`config.mk`:
```
export PLATFORM = sky130hd
export DESIGN_NAME = cp0_ctrl
export DESIGN_NICKNAME = d
export VERILOG_FILES = /design/src/rtl/cp0_ctrl.sv
export SDC_FILE = /design/constraint.sdc
export NUM_CORES = 1
export LEC_CHECK = 0
export CAP_MARGIN = 20
export CELL_PAD_IN_SITES_DETAIL_PLACEMENT = 0
export CELL_PAD_IN_SITES_GLOBAL_PLACEMENT = 2
export CORE_UTILIZATION = 32
export CTS_BUF_LIST = sky130_fd_sc_hd__clkbuf_4
export CTS_CLUSTER_DIAMETER = 100
export DETAILED_ROUTE_END_ITERATION = 8
export GPL_TIMING_DRIVEN = 1
export PLACE_DENSITY = 0.9
export SYNTH_ARGS = -nofsm -noshare
export SYNTH_HDL_FRONTEND = slang
export SYNTH_SLANG_ARGS = --single-unit
```
`constraint.sdc`:
```
create_clock -name clock -period 3.85 [get_ports clock]
set_input_delay 0.77 -clock clock [delete_from_list [all_inputs] [get_ports clock]]
set_output_delay 0.77 -clock clock [all_outputs]
set_load 0.005 [all_outputs]
```
`src/rtl/cp0_ctrl.sv`:
```
// Coprocessor-0 controller for the Minisys-1A write-back stage.
// Holds Status, Cause, EPC, Count and Compare. Synchronous exceptions take
// priority over ERET, and ERET takes priority over maskable interrupts.
// Exception entry and ERET both redirect the PC through a registered
// one-cycle pulse.
module cp0_ctrl #(
  parameter int unsigned NUM_IRQ      = 6,
  parameter logic [31:0] HANDLER_ADDR = 32'h0000_F500,
  parameter logic [31:0] STATUS_RESET = 32'h0000_0000
) (
  input  logic               clock,
  input  logic               reset,
  input  logic               exc_syscall,
  input  logic               exc_div_zero,
  input  logic               exc_break,
  input  logic               exc_reserved,
  input  logic               exc_overflow,
  input  logic               eret,
  input  logic [NUM_IRQ-1:0] irq,
  input  logic [31:0]        pc,
  input  logic               mfc0,
  input  logic               mtc0,
  input  logic [4:0]         rd,
  input  logic [31:0]        wdata,
  output logic [31:0]        rdata,
  output logic               redirect,
  output logic [31:0]        redirect_pc,
  output logic               int_pending
);

  localparam logic [4:0] REG_COUNT   = 5'd9;
  localparam logic [4:0] REG_COMPARE = 5'd11;
  localparam logic [4:0] REG_STATUS  = 5'd12;
  localparam logic [4:0] REG_CAUSE   = 5'd13;
  localparam logic [4:0] REG_EPC     = 5'd14;

  // Status fields
  logic               ie, ie_n;
  logic               exl, exl_n;
  logic [1:0]         ksu, ksu_n;
  logic [NUM_IRQ-1:0] im, im_n;
  // Cause fields
  logic [4:0]         exc_code, exc_code_n;
  logic [NUM_IRQ-1:0] ip, ip_n;
  logic               ti, ti_n;
  // Remaining registers and the ERET shadows
  logic [31:0]        epc, epc_n;
  logic [31:0]        count, count_n;
  logic [31:0]        compare, compare_n;
  logic               prev_ie, prev_ie_n;
  logic [1:0]         prev_ksu, prev_ksu_n;
  // Output registers
  logic [31:0]        rdata_n;
  logic               redirect_n;
  logic [31:0]        redirect_pc_n;

  logic               sync_exc;
  logic               irq_visible;
  logic               take_int;
  logic               entry;
  logic               eret_fire;
  logic               wr_en;
  logic [4:0]         code;
  logic [31:0]        status_val;
  logic [31:0]        cause_val;
  logic [31:0]        read_val;

  // Event decode: exception code priority and entry/ERET qualification
  always_comb begin
    sync_exc    = exc_syscall | exc_div_zero | exc_break | exc_reserved | exc_overflow;
    irq_visible = ie & ~exl & (|(ip & im));
    take_int    = irq_visible & ~sync_exc & ~eret;
    entry       = sync_exc | take_int;
    eret_fire   = eret & ~sync_exc;
    wr_en       = mtc0 & ~entry & ~eret_fire;
    if (exc_syscall)       code = 5'd8;
    else if (exc_div_zero) code = 5'd7;
    else if (exc_break)    code = 5'd9;
    else if (exc_reserved) code = 5'd10;
    else if (exc_overflow) code = 5'd12;
    else                   code = 5'd0;
  end

  assign int_pending = irq_visible;

  // Register read view: unimplemented bits and indices read as zero
  always_comb begin
    status_val              = '0;
    status_val[0]           = ie;
    status_val[1]           = exl;
    status_val[4:3]         = ksu;
    status_val[8+:NUM_IRQ]  = im;
    cause_val               = '0;
    cause_val[6:2]          = exc_code;
    cause_val[8+:NUM_IRQ]   = ip;
    cause_val[30]           = ti;
    case (rd)
      REG_COUNT:   read_val = count;
      REG_COMPARE: read_val = compare;
      REG_STATUS:  read_val = status_val;
      REG_CAUSE:   read_val = cause_val;
      REG_EPC:     read_val = epc;
      default:     read_val = '0;
    endcase
  end

  // Next-state computation for all CP0 state and registered outputs
  always_comb begin
    ie_n          = ie;
    exl_n         = exl;
    ksu_n         = ksu;
    im_n          = im;
    exc_code_n    = exc_code;
    epc_n         = epc;
    compare_n     = compare;
    prev_ie_n     = prev_ie;
    prev_ksu_n    = prev_ksu;
    count_n       = count + 32'd1;
    rdata_n       = mfc0 ? read_val : rdata;
    redirect_n    = entry | eret_fire;
    redirect_pc_n = redirect_pc;

    // IP samples the lines every cycle; the timer shares the top line
    ip_n              = irq;
    ip_n[NUM_IRQ-1]   = irq[NUM_IRQ-1] | ti;

    if (entry) begin
      exc_code_n    = code;
      if (!exl) begin
        epc_n      = pc;
        prev_ie_n  = ie;
        prev_ksu_n = ksu;
      end
      ie_n          = 1'b0;
      ksu_n         = 2'b00;
      exl_n         = 1'b1;
      redirect_pc_n = HANDLER_ADDR;
    end else if (eret_fire) begin
      ie_n          = prev_ie;
      ksu_n         = prev_ksu;
      exl_n         = 1'b0;
      redirect_pc_n = epc;
    end else if (wr_en) begin
      case (rd)
        REG_COUNT:   count_n   = wdata;
        REG_COMPARE: compare_n = wdata;
        REG_STATUS: begin
          ie_n  = wdata[0];
          exl_n = wdata[1];
          ksu_n = wdata[4:3];
          im_n  = wdata[8+:NUM_IRQ];
        end
        REG_CAUSE:   exc_code_n = wdata[6:2];
        REG_EPC:     epc_n      = wdata;
        default: ;
      endcase
    end

    // TI is sticky; it rises with the edge that brings Count onto Compare
    if (wr_en && rd == REG_COMPARE) ti_n = 1'b0;
    else                            ti_n = ti | (count_n == compare);
  end

  // State register with synchronous reset
  always_ff @(posedge clock) begin
    if (reset) begin
      ie          <= STATUS_RESET[0];
      exl         <= STATUS_RESET[1];
      ksu         <= STATUS_RESET[4:3];
      im          <= STATUS_RESET[8+:NUM_IRQ];
      exc_code    <= '0;
      ip          <= '0;
      ti          <= 1'b0;
      epc         <= '0;
      count       <= '0;
      compare     <= '0;
      prev_ie     <= 1'b0;
      prev_ksu    <= '0;
      rdata       <= '0;
      redirect    <= 1'b0;
      redirect_pc <= '0;
    end else begin
      ie          <= ie_n;
      exl         <= exl_n;
      ksu         <= ksu_n;
      im          <= im_n;
      exc_code    <= exc_code_n;
      ip          <= ip_n;
      ti          <= ti_n;
      epc         <= epc_n;
      count       <= count_n;
      compare     <= compare_n;
      prev_ie     <= prev_ie_n;
      prev_ksu    <= prev_ksu_n;
      rdata       <= rdata_n;
      redirect    <= redirect_n;
      redirect_pc <= redirect_pc_n;
    end
  end

endmodule

```
# Word-level counts from Yosys, hierarchy flattened
# Index checks and enable logic that the tools add are counted.
# word_totals
word_cells	96
input_bits	85
output_inout_bits	66
ff_bits	186
# op_classes
n_eq_ne	8
n_mux	31
n_reduce_logical	19
n_addsub	1
bitwise_logic	21
# ops
op	count
$mux 32	9
$pmux 32 s5	1
$add 32x1->32 const B	1
$eq 32x32->1	1
$mux 16	2
$eq 5x4->1 const B	5
$mux 4	5
$mux 5	4
$reduce_and 4->1	3
$reduce_bool 2->1	6
$or 1x1->1	8
$and 1x1->1	7
$mux 1	7
$and 6x6->6	1
$mux 2	3
$reduce_and 2->1	3
$reduce_bool 3->1	2
$reduce_or 6->1	1
$not 1->1	5
$ne 2x2->1 const B	2
$reduce_or 2->1	2
$reduce_and 3->1	1
$logic_and 1x1->1	1

# Logic depth before layout (Yosys ltp)
# depth
depth_word	16
ltp_mapped	13
ltp_nobuf	10

# Least setup slack after synthesis
# No wires, ideal clock.
# synth_timing
path_type	input-to-reg
start	in rd[4]
end	reg ti
t_arrival_ns	2.865
cell_stages	9
required_ns	3.781
setup_ns	0.069
setup_slack_ns	0.917
path_buffers	0
path_cell_list	and4bb_2 -> and3_1 -> nand4_1 -> mux2i_1 -> o2bb2ai_1 -> or4_1 -> nor4_1 -> nand4_1 -> o21ai_1
# synth_via
elab_chain_cells	7
elab_cells_between_ends	10
classes_between	eq/ne: 3; mux: 4; bitwise: 1; reduce/logical: 2
# synth_rtl
item	line_no	source
start, declared	23	input logic [4:0] rd,
$eq 5x4->1	144	case (rd)
$mux 32	144	
$mux 32	143	end else if (wr_en) begin
$mux 32	138	end else if (eret_fire) begin
$mux 32	127	if (entry) begin
$eq 32x32->1	161	else ti_n = ti | (count_n == compare);
$or 1x1->1	161	
end signal, assigned	189	ti <= ti_n;
end, declared	45	logic ti, ti_n;
# Parallel ways exist; a longest one is shown, timed or not.
# A chain may end at the register's enable or synchronous reset.

# Final worst setup path
# layout_timing
start	in exc_break
end	reg ti
# layout_via
elab_chain_cells	15
elab_cells_between_ends	19
classes_between	eq/ne: 1; mux: 3; bitwise: 13; reduce/logical: 2
# layout_rtl
item	line_no	source
start, declared	15	input logic exc_break,
$or 1x1->1 (*) (3 in a row)	70	sync_exc = exc_syscall | exc_div_zero | exc_break | exc_reserved | exc_overflow;
$not 1->1	72, 74	
$and 1x1->1 (2 in a row)	72	take_int = irq_visible & ~sync_exc & ~eret;
$or 1x1->1	73	entry = sync_exc | take_int;
$not 1->1 (no line)	n/a	
$and 1x1->1 (2 in a row)	75	wr_en = mtc0 & ~entry & ~eret_fire;
$mux 32	143	
$mux 32	138	
$mux 32	127	
$eq 32x32->1	161	
$or 1x1->1	161	
# Every way passes the cells marked *; elsewhere a longest branch is shown, timed or not.

==> qor.yml <==
global_routing:
  grt_pass1_vias: 8449
  grt_overflow_total: 0
  grt_usage_pct: 24.20
  grt_pass1_wl_um: 52430
  grt_max_degree: 65
  antenna_found_initial: 1
clock_tree:
  path_clk_slew_ps: 170
  post_cts_resized: 0
  cts_sinks: 186
  post_cts_buffers: 0
  clock_path_buffers: 2
  cts-hold-fix-buffers: 0
  insertion_delay_ps: 580
  cts_tree: "done"
  cts_buffers: 17
  ctsRootBufferMaster: "clkbuf_4"
  h-tree-depth: 4
setup_path:
  cp_max_fo: 5
  r2r_start: "count[14]"
  startpoint: "exc_break"
  cpLargestDelayFamily: "simple AND/OR/NAND/NOR gates"
  startpoint_type: "input pin"
  crit_type: "input pin to flop"
  cp-end-kind: "flop"
  critical_path.slowest_cell: "or4_1"
  critPathMaxStageDelay_ps: 530
  cp.required_ps: 4370
  crit_chain: "clkdlybuf4s50_1 > nor3_2 > nand4_1 > or3_1 > mux2i_1 > o2bb2ai_1 > or4_1 > nor4_1 > nand4_1 > o21ai_1"
  cp_data_arrival_time_ps: 3710
  crit_top_cell: "nand4_1"
  crit_buf_inv: 1
power:
  p_int_mw: 2.567
  seqPwrFrac_pct: 56.1
  combinationalPowerShare_pct: 10.5
  p_switching_mw: 1.036
  powerDensity_nw_per_um2: 315.1
  ir_worst_vdd_v: 0.0002294
  p_clk_share_pct: 33.4
  swShare_pct: 28.74
  p_leak_nw: 3.888
worst_hold_path:
  hp-class: "flop to flop"
  min_from: "redirect_pc[0]"
synthesis:
  synth_edf_count: 0
  synth_fp_nets: 1221
  synth_ff_type: "dfxtp_1"
  ys.warnings.count: 0
  synth_cells: 1135
  synth_cell_types: 57
  syn_avg_cell_area_um2: 8.021
  ys_seq_elements: 186
  syn_area_um2: 9104
  yosysSeqAreaShare_pct: 40.90
  synthArstFlopShare_pct: 0
timing:
  finalSetupViolations: 0
  hold_violations: 0
  fin_crit_ps: 3187
  period_share_pct: 82.78
  tightest_slew_ps: 681.5
  maxSlewHeadroom_pct: 54.19
  rsz0062_at_grt: "no"
  layout_setup_ws_ps: 662.9
  tns_ps: 0
  max_freq_mhz: 313.8
  finClkSkew_ps: 23.38
  final_max_slew_viol_count: 0
route:
  dr.first_iter.drc_count: 794
  dr.pass1.iters: 6
  drtAntennaViolNets: 0
  totalWireLength_um: 34690
  num_vias: 8775
  drc_errors: 0
  vias_per_cell: 5.286
  wl_per_cell_um: 20.89
floorplanning:
  fp.dieW_um: 170.7
  die_area_um2: 29130
  ioPinCount: 151
  row_count: 61
  core_area_um2: 27860
  start_util_pct: 32.68
  die_h_um: 170.7
cells_and_area:
  drive_gt1_share_pct: 6.797
  layout_commonest_cell: "dfxtp_1"
  syn_to_final_growth_pct: 25.62
  fillers: 2871
  final_cell_mix: "dfxtp_1 (186), nand2_1 (168), nor2_1 (154)"
  nNetsFinal: 1353
  final_util_pct: 41.05
placement:
  hpwl_um: 25890
  place_ws_ps: 76.78
  finalWeightedCongestion: 0.9223
  numPortBuffers: 150
run_status:
  status: "complete, no violations"
flow_run:
  max_cap_viol_count: 0
## routing by layer
layer / up-vias / share of wire, % / GRT usage, %
li1: 4256 / - / -
met1: 4179 / 48 / 35.42
met2: 320 / 43 / 35.81
met3: 20 / 7.9 / 5.552
met4: 0 / 0.99 / 4.896
met5: - / 0 / 0
## tightest hold or removal path, delay by kind of cell (launching register included)
family,cells,cell delay (ps)
DFF,1,340
and+or+nand+nor,1,50
AOI/OAI and AO/OA,1,50
## synthesized netlist by cell type, types with 4 or more instances
master     count  share of area (%)
a211o_1        4               0.38
mux2i_1       80                8.8
o22ai_1        7               0.48
clkbuf_1      58                2.4
buf_2          8               0.44
dfxtp_1      186                 41
inv_1         19               0.78
a21oi_1      101                5.6
o21ai_0       46                2.5
nand2_1      168                6.9
a211oi_1      56                4.6
nor4_1        12               0.82
and2_1         4               0.27
or3_1          4               0.27
o2bb2ai_1      5               0.48
and3_1         5               0.34
xor2_1        18                1.7
a22oi_1       11               0.91
buf_1          9               0.37
xnor2_1       33                3.2
nand3_1       21                1.2
nor2_1       155                6.4
a221o_1        6               0.66
nor3_1        21                1.2
nor2b_1       33                2.3
nand4_1       17                1.2
## flip-flops by register name, indices dropped and copies added (netlist names)
register,count
prev_ie,1
exl,1
ti,1
redirect,1
epc,32
ip,6
count,32
exc_code,5
ie,1
ksu,2
compare,32
redirect_pc,32
rdata,32
im,6
prev_ksu,2
## final timing paths
path,to,cells after the start,slack (ps)
worst max-delay path,ti,10,660
worst max register to register,ti,9,700
worst min-delay path,redirect_pc[0],2,460
worst min register to register,redirect_pc[0],2,460
## power by group through the flow
stage	clock network, mW	registers [mW]	logic [mW]
3_3_place_gp	0	2.06	0.374
4_1_cts	1.25	2.02	0.376
6_report	1.20	2.02	0.378
2_1_floorplan	0	2.04	0.161
3_5_place_dp	0	2.06	0.374
5_1_grt	1.33	2.03	0.407
## cell families after synthesis
family,Yosys count,share of synthesized area [%]
simple gates,456,22.47
compound gates,263,18.18
fa+ha+maj,1,0.1374
flops,186,40.90
xor+xnor,53,5.401
mux,80,8.796
buf+inv,96,4.109
## stage by stage
step                hold WS [ps]  instance area (µm²)  power, mW  instances
detailed placement         446.5                11100      2.437       1625
finish                     464.5                11440      3.603       1660
global route               486.6                11440      3.762       1660
global placement           443.0                11100      2.436       1625
CTS                        465.8                11410      3.646       1657
floorplan                  438.8                 9104      2.201       1135
## cell type report
class                           count  area, µm²  share of cell area (%)
Sequential cell                   186       3724                   32.56
Multi-Input combinational cell    853       5032                   44.00
Tap cell                          378      473.0                   4.136
Clock buffer                       18      135.1                   1.182
Inverter                           20      77.57                  0.6783
Clock inverter                     14      177.7                   1.554
Timing Repair Buffer              189       1812                   15.84
Antenna cell                        2      5.005                 0.04376
Note: power is estimated with default switching activity, not from simulation.
==> edit 1: new RTL, same settings <==
`NUM_IRQ`: 6 -> 5.
--- a/src/rtl/cp0_ctrl.sv
+++ b/src/rtl/cp0_ctrl.sv
@@ -6,3 +6,3 @@
 module cp0_ctrl #(
-  parameter int unsigned NUM_IRQ      = 6,
+  parameter int unsigned NUM_IRQ      = 5,
   parameter logic [31:0] HANDLER_ADDR = 32'h0000_F500,
Interface: changed (resized irq); port bits go from 151 to 150. The function was not compared with the original's and may differ.
==> edit 1 against the unedited design <==
  * Synthesized area decreased by 1.8%
  * Power decreased by 4.6%
  * Sequential cell count decreased by 2
  * Setup slack got worse by 0.30 ns
  * Design area decreased by 1.1%
  * Combinational power increased by 1%
  * Wire length decreased by 7.9%
  * Clock power decreased by 12%
  * Largest cell class unchanged
==> edit 1: results (changes against the unedited design) <==
final_layout:
  layout-drive-gt1-share_pct: 7.698  # +0.90 points
  nFillCells: 2795  # -2.6%
  utilization_pct: 41.62  # +0.57 points
setup_path:
  reg2reg_slack_ns: 0.37  # -0.33 ns
  r2r_start: "ip[0]$_SDFF_PP0_"
  crit_fanout: 6  # +1
  max_stage_delay_ns: 0.58  # +0.05 ns
pwr:
  p_leak_nw: 4.196  # +7.9%
  peakVddDrop_uv: 185.1  # -19%
route:
  met1Wirelength_um: 14820  # -11%
  wl_um: 31950  # -7.9%
  via_per_inst: 5.200  # -1.6%
  vias: 8492  # -3.2%
  met2_length_um: 14570  # -2.5%
sta:
  whs_ns: 0.4670  # +0.002500 ns
  clock_skew_ns: 0.03129  # +0.007910 ns
yosys:
  synth_common_cells: "dfxtp_1, nor2_1, nand2_1, mux2i_1, a21oi_1"
  synthCells: 1098  # -3.3%
  yosysSeqAreaShare_pct: 41.21  # +0.31 points
  ys_types: 56  # -1.8%
  synth.mux.area_fraction_pct: 11.42  # +2.6 points
  synth_compound_area_share_pct: 16.78  # -1.4 points
  synth-xor-area-share_pct: 5.389  # -0.012 points
grt:
  use_met3_pct: 3.801  # -1.8 points
  grt_pass1_vias: 8026  # -5.0%
  use_met1_pct: 31.56  # -3.9 points
  grt_first_pass_wirelength_um: 48960  # -6.6%
  use_met2_pct: 36.36  # +0.55 points
placed_design:
  dpl-instance-area_mm2: 0.01105  # -0.43%
  dp_hpwl_um: 23480  # -9.3%
  dp_cells: 1600  # -1.5%
  gp_congestion: 0.8737  # -5.3%
  pre_cts_ws_ns: -0.1913  # -0.2681 ns
  numPortBuffers: 149  # -0.67%
hold_path:
  hold_end: "redirect_pc[22]$_SDFFE_PP0P_"
run_status:
  status: "finished clean"
clocking:
  insertion_delay_ns: 0.61  # +0.03 ns
edit 1: changes by cell type after synthesis, moves of 5 or more:
cell,change
nand2_1,-45
nor2_1,+29
a21oi_1,-25
mux2i_1,+18
a22o_1,+16
o21ai_0,+14
a211oi_1,-10
clkbuf_1,+8
buf_2,-7
a221o_1,-6
a22oi_1,-5
buf_1,-5
edit 1: report_power, final:
group	switching, mW	internal [mW]
logic	0.206	0.176
clock network	0.778	0.279
registers	0.0460	1.95
edit 1: worst max-delay path by stage:
| stage | startpoint | cells after the start | endpoint |
|---|---|---|---|
| after CTS | ip[0]$_SDFF_PP0_ | 9 | ti$_SDFF_PP0_ |
| after detailed placement | rd[0] | 10 | ti$_SDFF_PP0_ |
| after floorplan | rd[4] | 11 | ti$_SDFF_PP0_ |
| final | rd[0] | 10 | ti$_SDFF_PP0_ |
| after global routing | im[0]$_SDFFE_PP0P_ | 10 | ti$_SDFF_PP0_ |
| after global placement | rd[0] | 10 | ti$_SDFF_PP0_ |
edit 1: final cells by class:
type / count / area share, %
Sequential cell: 184 / 32.57
Inverter: 17 / 0.5642
Antenna cell: 1 / 0.02212
Clock buffer: 17 / 1.128
Multi-Input combinational cell: 825 / 43.60
Tap cell: 372 / 4.115
Clock inverter: 15 / 1.150
Timing Repair Buffer: 202 / 16.86
edit 1: cells by family (layout without fill, tap and decap cells):
family / count (synthesis) / count (layout)
other: 0 / 1
AO/OA/AOI/OAI: 239 / 239
XOR/XNOR: 55 / 55
flip-flops: 184 / 184
AND/OR/NAND/NOR: 429 / 429
multiplexers: 101 / 101
buffers and inverters: 89 / 251
adder cells (fa/ha/maj): 1 / 1
edit 1: worst register-to-register path: cells and delay by family (launching register included):
kind,cells,cell delay [ns]
mux,1,0.35
compound gates,4,0.99
simple gates,4,1.69
flops,1,0.35
==> edit 2: new RTL, same settings <==
Made on the original files. Take the reset off `rdata` and load it in a clocked block of its own.
--- a/src/rtl/cp0_ctrl.sv
+++ b/src/rtl/cp0_ctrl.sv
@@ -178,3 +178,2 @@
       prev_ksu    <= '0;
-      rdata       <= '0;
       redirect    <= 1'b0;
@@ -194,3 +193,2 @@
       prev_ksu    <= prev_ksu_n;
-      rdata       <= rdata_n;
       redirect    <= redirect_n;
@@ -200,2 +198,6 @@
 
+  always_ff @(posedge clock) begin
+    rdata <= rdata_n;
+  end
+
 endmodule
Behaviour: differs if reset is asserted again (counterexample within 4 cycles, from zero or initial values and one cycle with reset high); with reset held inactive, the same outputs for 4 cycles.
==> edit 2 against the unedited design <==
  * Synthesized cell count decreased by 3.4%
  * Synthesized area grew 4.7%
  * Critical endpoint is now int_pending
  * Design area up 3.2%
  * Non-clock buffer count decreased by 6
  * Sequential power increased by 3%
  * Sequential share of layout area up 1.7 points
  * Power is 0.22% higher
  * Count of clock-buffer cells in the layout unchanged
  * Wire length decreased by 1.3%
  * Largest power group unchanged
  * Maximum frequency down 6.4%
  * Sequential cell count stayed put
  * Setup slack got worse by 0.22 ns
==> edit 2: results (changes against the unedited design) <==
final_layout:
  nFillCells: 2940  # +2.4%
  finalNetCount: 1304  # -3.6%
  layout-drive-gt1-share_pct: 7.311  # +0.51 points
pwr:
  peakVddDrop_uv: 162.9  # -29%
  p_leak_nw: 4.162  # +7.1%
yosys:
  synthCells: 1096  # -3.4%
  synth.mux.area_fraction_pct: 10.60  # +1.8 points
  synth_compound_area_share_pct: 16.98  # -1.2 points
clocking:
  insertion_delay_ns: 0.61  # +0.03 ns
  clk_pin_slew_ns: 0.19  # +0.02 ns
route:
  initialDrtViolationCount: 897  # +13%
  via_per_inst: 5.462  # +3.3%
  vias: 8826  # +0.58%
grt:
  grt_first_pass_wirelength_um: 52300  # -0.25%
  grt_max_degree: 73  # +12%
  use_met2_pct: 34.73  # -1.1 points
  grt_pass1_vias: 8516  # +0.79%
  use_met1_pct: 32.49  # -2.9 points
run_status:
  status: "finished clean"
setup_path:
  r2r_start: "count[0]$_SDFF_PP0_"
  worstSetupEndpoint: "int_pending"
  crit_fanout: 17  # +12
  crit_slowest_cell: "clkdlybuf4s50_1"
placed_design:
  gp_congestion: 0.8791  # -4.7%
  dp_hpwl_um: 25170  # -2.8%
-- edit 2: cell count changes after synthesis, moves of 7 or more --
cell and change:
nor2b_1 -23, nand2_1 -59, nor3_1 +10, a211oi_1 +10, o21ai_0 +11, dfxtp_1 -32, xnor2_1 -10, a22oi_1 -7
o211ai_1 +7, a21oi_1 -41, edfxtp_1 +32, nor2_1 -8, and4_1 +9, mux2i_1 +21
-- edit 2: worst min-delay path, cell delays in order (launching register included) --
cell and delay, ns:
dfxtp_1 0.36, nand2_1 0.06, a21oi_1 0.05
-- edit 2: metrics by stage --
step,worst slack (ns),instance area [um2],hold WS (ns)
2_1_floorplan,1.093,9534,0.4436
3_3_place_gp,0.2011,11490,0.4424
3_5_place_dp,0.2035,11490,0.4464
4_1_cts,0.4140,11800,0.4543
5_1_grt,0.3132,11800,0.4678
6_report,0.4462,11800,0.4622
-- edit 2: worst min-delay path by stage --
| stage | slack [ns] | to | cells after the start | startpoint |
|---|---|---|---|---|
| 6_report | 0.46 | redirect_pc[30]$_SDFFE_PP0P_ | 2 | epc[30]$_SDFFE_PP0P_ |
| 5_1_grt | 0.47 | redirect_pc[30]$_SDFFE_PP0P_ | 2 | epc[30]$_SDFFE_PP0P_ |
| 4_1_cts | 0.45 | redirect_pc[30]$_SDFFE_PP0P_ | 2 | epc[30]$_SDFFE_PP0P_ |
| 3_5_place_dp | 0.45 | redirect_pc[6]$_SDFFE_PP0P_ | 2 | redirect_pc[6]$_SDFFE_PP0P_ |
| 3_3_place_gp | 0.44 | redirect_pc[3]$_SDFFE_PP0P_ | 2 | redirect_pc[3]$_SDFFE_PP0P_ |
| 2_1_floorplan | 0.44 | prev_ksu[0]$_SDFFE_PP0P_ | 2 | ksu[0]$_SDFFE_PP0P_ |
-- edit 2: cell families after synthesis --
kind of cell / count (synthesis)
multiplexers: 101
buffers and inverters: 104
adder cells (fa/ha/maj): 1
AND/OR/NAND/NOR: 415
AO/OA/AOI/OAI: 247
flip-flops: 186
XOR/XNOR: 42
-- edit 2: area by class of cell --
type / count / area (um2) / share of cell area [%]
multi-input cells: 806 / 5107 / 43.28
flip-flops and latches: 186 / 4044 / 34.27
repair buffers: 183 / 1767 / 14.97
well taps: 384 / 480.5 / 4.071
clock inverters: 14 / 175.2 / 1.484
clock buffers: 18 / 135.1 / 1.145
inverters: 24 / 90.09 / 0.7634
diodes: 1 / 2.502 / 0.02120
-- edit 2: where the power goes --
part	leakage [nW]	switching [mW]	internal [mW]	total, mW
registers	1.58	0.0451	2.04	2.08
logic	2.41	0.201	0.181	0.382
clock network	0.164	0.831	0.318	1.15
-- edit 2: metal layers --
metal	wire (um)	vias to the layer above
li1	-	4221
met1	16420	4251
met2	15320	315
met3	1950	39
met4	546	0
met5	0	-
